[src/rtl/compositor_pkg.sv]
// Shared types and constants for the pixel compositor.
// Colour is carried as a packed {R,G,B} struct throughout.
package compositor_pkg;

   typedef struct packed {
      logic [7:0] r;
      logic [7:0] g;
      logic [7:0] b;
   } rgb_t;

   typedef enum logic [1:0] {
      NORMAL,
      FLASH_ON,
      FLASH_OFF
   } flash_state_t;

   localparam logic [23:0] BLACK   = 24'h000000;
   localparam logic [7:0]  FLASH_R = 8'hFF;

   // Red hit tint: saturate red, dim green and blue to a quarter.
   function automatic rgb_t flash_tint(input rgb_t c);
      rgb_t t;
      t.r = FLASH_R;
      t.g = c.g >> 2;
      t.b = c.b >> 2;
      return t;
   endfunction

   // Scanline darkening: halve every channel.
   function automatic rgb_t halve(input rgb_t c);
      rgb_t t;
      t.r = c.r >> 1;
      t.g = c.g >> 1;
      t.b = c.b >> 1;
      return t;
   endfunction

endpackage

[src/rtl/pixel_delay_line.sv]
// Fixed-depth shift register used to align sprite sideband data
// with the registered background RAM read.
module pixel_delay_line #(
   parameter int WIDTH = 8,
   parameter int DEPTH = 1
) (
   input  logic             Clk,
   input  logic             Reset,
   input  logic [WIDTH-1:0] data,
   output logic [WIDTH-1:0] delayed
);

   logic [WIDTH-1:0] stage [DEPTH];

   // Shift one stage per clock; reset flushes every stage to zero.
   always_ff @(posedge Clk) begin
      if (Reset) begin
         for (int i = 0; i < DEPTH; i++) stage[i] <= '0;
      end else begin
         stage[0] <= data;
         for (int i = 1; i < DEPTH; i++) stage[i] <= stage[i-1];
      end
   end

   assign delayed = stage[DEPTH-1];

endmodule

[src/rtl/pixel_compositor.sv]
// Layer merge, hit-flash effect and output register for the VGA path.
// Optional scanline darkening is built when SCANLINE_EN is defined.
module pixel_compositor
   import compositor_pkg::*;
#(
   parameter int BG_LAT       = 1,
   parameter int FLASH_FRAMES = 8
) (
   input  logic        Clk,
   input  logic        Reset,
   input  logic        frame_clk,
   input  logic        display_en,
   input  logic [9:0]  DrawX,
   input  logic [9:0]  DrawY,
   input  logic        bg_on,
   input  logic [7:0]  bg_R,
   input  logic [7:0]  bg_G,
   input  logic [7:0]  bg_B,
   input  logic        bullet_on,
   input  logic        player_on,
   input  logic        enemy_on,
   input  logic [23:0] bullet_rgb,
   input  logic [23:0] player_rgb,
   input  logic [23:0] enemy_rgb,
   input  logic        player_hit,
   output logic [7:0]  Red,
   output logic [7:0]  Green,
   output logic [7:0]  Blue,
   output logic        flash_active
);

   localparam logic [7:0] FLASH_LOAD = 8'(FLASH_FRAMES);

   typedef struct packed {
`ifdef SCANLINE_EN
      logic row_odd;
`endif
      logic en;
      logic bullet_hit;
      logic player_on;
      logic enemy_hit;
      rgb_t bullet;
      rgb_t player;
      rgb_t enemy;
   } side_t;

   side_t        side_now;
   side_t        side_dly;
   rgb_t         merged;
   flash_state_t state;
   logic [7:0]   count;
   logic [2:0]   fsync;
   logic         frame_tick;
   logic         unused_bits;

`ifdef SCANLINE_EN
   assign side_now.row_odd = DrawY[0];
   assign unused_bits      = ^{DrawX, DrawY[9:1]};
`else
   assign unused_bits      = ^{DrawX, DrawY};
`endif
   assign side_now.en         = display_en;
   assign side_now.bullet_hit = bullet_on;
   assign side_now.player_on  = player_on;
   assign side_now.enemy_hit  = enemy_on;
   assign side_now.bullet     = bullet_rgb;
   assign side_now.player     = player_rgb;
   assign side_now.enemy      = enemy_rgb;

   pixel_delay_line #(
      .WIDTH($bits(side_t)),
      .DEPTH(BG_LAT)
   ) u_align (
      .Clk    (Clk),
      .Reset  (Reset),
      .data   (side_now),
      .delayed(side_dly)
   );

   // Two-flop synchroniser plus a third flop for edge detect.
   always_ff @(posedge Clk) begin
      if (Reset) fsync <= 3'b000;
      else       fsync <= {fsync[1:0], frame_clk};
   end

   assign frame_tick = fsync[1] & ~fsync[2];

   // Flash FSM: hit reloads and forces FLASH_ON, ticks toggle and count down.
   always_ff @(posedge Clk) begin
      if (Reset) begin
         state        <= NORMAL;
         count        <= '0;
         flash_active <= 1'b0;
      end else if (player_hit) begin
         state        <= FLASH_ON;
         count        <= FLASH_LOAD;
         flash_active <= 1'b1;
      end else if (frame_tick && state != NORMAL) begin
         count <= count - 8'd1;
         if (count == 8'd1) begin
            state        <= NORMAL;
            flash_active <= 1'b0;
         end else if (state == FLASH_ON) begin
            state <= FLASH_OFF;
         end else begin
            state <= FLASH_ON;
         end
      end
   end

   // Merge stage: fixed layer priority, blanking, flash tint, scanlines.
   always_comb begin
      merged = BLACK;
      if (side_dly.en) begin
         if (side_dly.bullet_hit)     merged = side_dly.bullet;
         else if (side_dly.player_on) merged = side_dly.player;
         else if (side_dly.enemy_hit) merged = side_dly.enemy;
         else if (bg_on)              merged = {bg_R, bg_G, bg_B};
         if (state == FLASH_ON)       merged = flash_tint(merged);
`ifdef SCANLINE_EN
         if (side_dly.row_odd)        merged = halve(merged);
`endif
      end
   end

   // Registered colour output towards the VGA controller.
   always_ff @(posedge Clk) begin
      if (Reset) {Red, Green, Blue} <= BLACK;
      else       {Red, Green, Blue} <= merged;
   end

endmodule

[config.mk]
export PLATFORM = sky130hd
export DESIGN_NAME = pixel_compositor
export DESIGN_NICKNAME = d
export VERILOG_FILES = /design/src/rtl/compositor_pkg.sv /design/src/rtl/pixel_delay_line.sv /design/src/rtl/pixel_compositor.sv
export SDC_FILE = /design/constraint.sdc
export NUM_CORES = 1
export LEC_CHECK = 0
export ABC_CLOCK_PERIOD_IN_PS = 3500
export CORE_MARGIN = 3
export CORE_UTILIZATION = 33
export CTS_BUF_LIST = sky130_fd_sc_hd__clkbuf_4
export DETAILED_ROUTE_END_ITERATION = 6
export PLACE_DENSITY = 0.63
export SYNTH_ARGS = -nofsm -noshare
export SYNTH_HDL_FRONTEND = slang
export SYNTH_SLANG_ARGS = --single-unit
[constraint.sdc]
create_clock -name Clk -period 3.5 [get_ports Clk]
set_clock_uncertainty 0.1 [all_clocks]
set_input_delay 0.7 -clock Clk [delete_from_list [all_inputs] [get_ports Clk]]
set_output_delay 0.7 -clock Clk [all_outputs]
set_load 0.02 [all_outputs]
# After elaboration in Yosys (flattened, before gate mapping)
# Memories as Yosys holds them, arrays and structs flattened.
# Index checks and enable logic that the tools add are counted.
word_totals:
  elab_cells: 46
  ram_bits: 76
  reg_bits: 38
  in_bits: 125
  mem_count: 1
  output_inout_bits: 25
classes:
  n_reduce_logical: 9
  mux: 19
  add_sub_neg: 1
  n_bitwise: 3
  eq_ne: 2
mem_list:
  columns: ["name", "depth", "width", "read_ports", "rd_ports_with_merged_regs", "wr", "line_no", "source"]
  rows:
  - ["u_align.stage", 1, 76, 1, 0, 1, "pixel_delay_line.sv:13", "logic [WIDTH-1:0] stage [DEPTH];"]
ops:
  columns: ["op", "n"]
  rows:
  - ["two-way mux 24 bit", 5]
  - ["two-way mux 76 bit", 1]
  - ["OR reduction 76 bit", 1]
  - ["two-way mux 1 bit", 9]
  - ["== test 8 x 1 -> 1 bit (second input constant)", 1]
  - ["two-way mux 4 bit", 2]
  - ["subtractor 8 x 1 -> 8 bit (second input constant)", 1]
  - ["nonzero test 2 bit", 3]
  - ["two-way mux 2 bit", 2]
  - ["OR reduction 2 bit", 2]
  - ["OR reduction 3 bit", 1]
  - ["== test 2 x 1 -> 1 bit (second input constant)", 1]
  - ["inverter 1 bit", 2]
  - ["AND reduction 2 bit", 1]
  - ["bitwise AND 1 bit", 1]
  - ["logical AND 1 bit", 1]

# Logic depth before layout (Yosys ltp)
depth:
  ltp_word: 5
  ltp_mapped: 7
  mapped_depth_nobuf: 5

# Cells and area by module
# A second synthesis with hierarchy kept.
unflattened:
  hier_cells: 378
  area_unflattened_um2: 3971.3
by_module_without_submodules:
  columns: ["mod", "instances", "seq_area_each_um2", "area_each_um2", "cells_each"]
  rows:
  - ["pixel_delay_line", 1, 1521.5, 2064.5, 160]
  - ["pixel_compositor", 1, 760.7, 1906.8, 218]

# Least setup slack after synthesis
# Ideal clock, no wire load.
synth_path:
  path_kind: "input-to-reg"
  from: "input player_hit"
  to: "register count[6]"
  required_time_ns: 3.340
  arrival_time_ns: 1.804
  slack_ns: 1.536
  path_buffers: 1
  cell_stages: 4
  setup_ns: 0.060
  cell_sequence: "or2_2 clkbuf_1 or4_2 nand2_1"
synth_via:
  elab_chain_len: 1
synth_rtl:
  columns: ["item", "line_no", "source"]
  rows:
  - ["start: declaration", "pixel_compositor.sv:25", "input logic player_hit,"]
  - ["OR reduction 2 bit (no line)", null, null]
  - ["end signal: assignment", "pixel_compositor.sv:99", "count <= count - 8'd1;"]
  - ["end: declaration", "pixel_compositor.sv:51", "logic [7:0] count;"]
# No other way between the ends.
# A chain may end at the register's enable or synchronous reset.

# Worst setup path in the final report
layout_path:
  from: "memory u_align.stage[0][73] (netlist name)"
  to: "register Blue[5]"
layout_via:
  elab_chain_len: 4
layout_rtl:
  columns: ["item", "line_no", "source"]
  rows:
  - ["start: declaration", "pixel_delay_line.sv:13", null]
  - ["memory (1 x 76 bit)", null, null]
  - ["two-way mux 24 bit", "pixel_compositor.sv:116", "else if (side_dly.player_on) merged = side_dly.player;"]
  - ["two-way mux 24 bit", "pixel_compositor.sv:115", "if (side_dly.bullet_hit) merged = side_dly.bullet;"]
  - ["two-way mux 24 bit", "pixel_compositor.sv:119", "if (state == FLASH_ON) merged = flash_tint(merged);"]
  - ["end signal: assignment", "pixel_compositor.sv:129", "else {Red, Green, Blue} <= merged;"]
  - ["end: declaration", "pixel_compositor.sv:28", "output logic [7:0] Blue,"]
# No other way between the ends.

==> metrics.txt <==
fin area around 0.0056 mm²; Mapped Nets just over 500; DRC Markers 0; endpoints failing hold 0; Seq/Total Area, Yosys 58.1%; worst reg2reg path depth 3; number of global-route vias before repair 3,276; antenna-violating nets left 0; status complete, no violations; Post-CTS Resized 0; final max-slew violation count 0; Mapped Area approximately 0.0039 mm²; initial antenna violation count 0; CP endpoint Blue[5]; Post-Syn Instances 376; vias 3,167; CORE AREA around 0.012 mm²; wire per inst 15.7 µm; layout cells sized above 1 9.14%; post-placement cell area 0.00534 mm²; CP startpoint u_align.stage[0][73]; clock power share 35.9%; clock-pin slew on the worst setup and hold paths 0.11 ns; CTS Buf Count 17; clk buf depth 2; Yosys warnings 0; Synth cell types 33; remaining global-route overflow 0; combinational share of power 12.0%; CP Capture Type flip-flop; slew margin rel. 33.9%; Psw ~0.67 mW; crit share post-route roughly 66%; Avg Inst Size Synth 10.5 µm²; Filler cells roughly 1,100; synth-to-layout area growth 43.1%; Power Total 2.65 mW; row cnt 39; Synth Register Bits ~110; reg-to-reg critical path endpoint Blue[5]; main area contributors after synthesis dfxtp_1 (58%), nor2b_1 (14%), a221o_1 (5.1%); CTS tree done; Startpoint Class flip-flop; VDD IR-drop max 0.184 mV; final non-filler cell total 658; Placer Congestion approximately 0.76; Leakage approximately 2.1 nW; Initial Util 34.1%; Sink Count around 110; Crit Path Max Fanout 27; Pint 1.98 mW; CTS Hold Bufs 0; adder-cell area share of the yosys netlist 0.637%; compound-gate portion of the synthesized area 13.5%; sequential power share 52.1%; post-synthesis simple-gate area fraction 23.4%; layout net count 628; CP required 3.76 ns; post-synth top area share between 50% and 60%; worst slew pin tran 0.990 ns; Ports 150; Final min period 2.32 ns; RSZ-0062 raised after global routing no; Worst EP arrival 2.58 ns; post-DP HPWL 7.39 mm; Worst-Skew Late Latency around 0.48 ns; vias per cell roughly 4.8; Final Setup Violations 0; IO buf count 129; Initial DRC Count 129; Reg-to-Reg Start u_align.stage[0][73]; root buf cell clkbuf_4; Post-Route WL 10.3 mm; XOR/XNOR Fraction of Synth Area 1.11%; Initial DRT Pass Iterations 4; Power Density 472 mW/mm²; die area 0.0133 mm²; GRT Util Overall 15.8%; highest clock rate 431 MHz; Yosys top cell by area dfxtp_1; largest net degree at the start of global routing 35; number of post-CTS setup repair buffers 0; chip width 115 µm; critical path class flip-flop to flip-flop; Hold Crit Class flip-flop to flip-flop; Placed Instances about 630; switching portion of total power 25.4%; R2R setup slack 1.18 ns; global-route wire length before repair 16.2 mm; mux contribution to synthesized area 0%; H-Tree Depth 4; main combinational cell family by area after synthesis simple AND/OR/NAND/NOR gates; max_cap viols 0; post-route setup TNS 0 ns; Die Height ~120 µm
[cells in the final DEF, fill, tap and decap left out, drive strengths merged, types with 2 or more instances in the layout]
cell type	synthesis	routed
o22ai	8	8
nand3	11	11
nand4	6	6
clkbuf	28	17
a21oi	5	5
o221ai	11	11
or2	4	4
xor2	4	4
o211ai	6	6
inv	4	7
a31oi	8	8
nor2	12	12
a221o	20	20
nand2	12	12
dfxtp	114	114
bufinv	0	2
nand2b	11	11
buf	2	8
nor3	2	2
or4	7	7
nor2b	86	86
a221oi	4	4
clkinv	0	7
ha	2	2
clkdlybuf4s50	0	128
clkinvlp	0	3
[sequential cells by signal (all words and copies together) (netlist names)]
register and count:
Blue 8, Green 8, Red 8, count 8
flash_active 1, fsync 3, state 2, u_align.stage 76
[cell families (layout without fill, tap and decap cells)]
kind of cell	count (synthesis)	count (layout)
simple gates	155	155
flops	114	114
buf+inv	34	172
compound gates	66	66
xor+xnor	5	5
fa+ha+maj	2	2
other cells	0	1
[worst max-delay path: stages (launching register included)]
cell and delay (ns):
dfxtp_1 0.98, nand2_1 0.54, o221ai_1 0.44, o22ai_1 0.13
[per-stage QoR]
step                setup slack (ns)  hold slack (ns)  util (%)
global route                   0.982            0.382      48.8
global placement               0.725            0.321      46.3
CTS                             1.15            0.358      48.8
floorplan                       1.54            0.314         -
finish                          1.18            0.354      48.8
detailed placement             0.735            0.336      46.3
[cell usage after synthesis]
cell type / instances
dfxtp_1: 114
nor2b_1: 86
clkbuf_1: 28
a221o_1: 20
nand2_1: 12
nor2_1: 12
nand2b_1: 11
nand3_1: 11
o221ai_1: 11
a31oi_1: 8
o22ai_1: 8
nand4_1: 6
o211ai_1: 6
a21oi_1: 5
or4_1: 5
a221oi_1: 4
inv_1: 4
or2_2: 4
xor2_1: 4
buf_2: 2
ha_1: 2
nor3_1: 2
a211oi_1: 1
a32o_1: 1
and2_1: 1
nand3b_1: 1
nand4b_1: 1
o21ai_1: 1
o31ai_1: 1
or4_2: 1
or4_4: 1
or4b_4: 1
xnor2_1: 1
[how the worst min path moves through the flow]
stage | start | cells after the start | slack (ns) | to
CTS | fsync[0] | 1 | 0.36 | fsync[1]
detailed placement | fsync[0] | 1 | 0.34 | fsync[1]
global placement | fsync[0] | 1 | 0.32 | fsync[1]
floorplan | fsync[0] | 1 | 0.31 | fsync[1]
global route | fsync[0] | 1 | 0.38 | fsync[1]
finish | fsync[0] | 1 | 0.35 | fsync[1]
[routing by layer]
layer  vias to the layer above  share of wire (%)  GRT usage (%)  routed length [µm]
li1                       1576                  -              -                   -
met1                      1498                 44           19.4                4500
met2                        83                 50           26.6                5130
met3                        10                4.8           4.21                 495
met4                         0                1.8           5.71                 182
met5                         -                  0              0                   0
[power by group through the flow]
stage	clock, mW	combinational (mW)	sequential (mW)
2_1_floorplan	0	0.139	1.41
3_3_place_gp	0	0.319	1.41
3_5_place_dp	0	0.321	1.41
4_1_cts	0.982	0.323	1.38
5_1_grt	1.04	0.349	1.39
6_report	0.952	0.319	1.38
[area by class of cell]
type	instances	area (µm²)	area share (%)
inverter	4	15.0	0.267
clock inverter	15	158	2.80
multi-input combinational	228	1520	27.1
antenna	1	2.50	0.0445
clock buffer	17	128	2.27
sequential	114	2280	40.6
tap	143	179	3.18
timing repair buffer	136	1340	23.8
(Power assumes the default switching activity.)
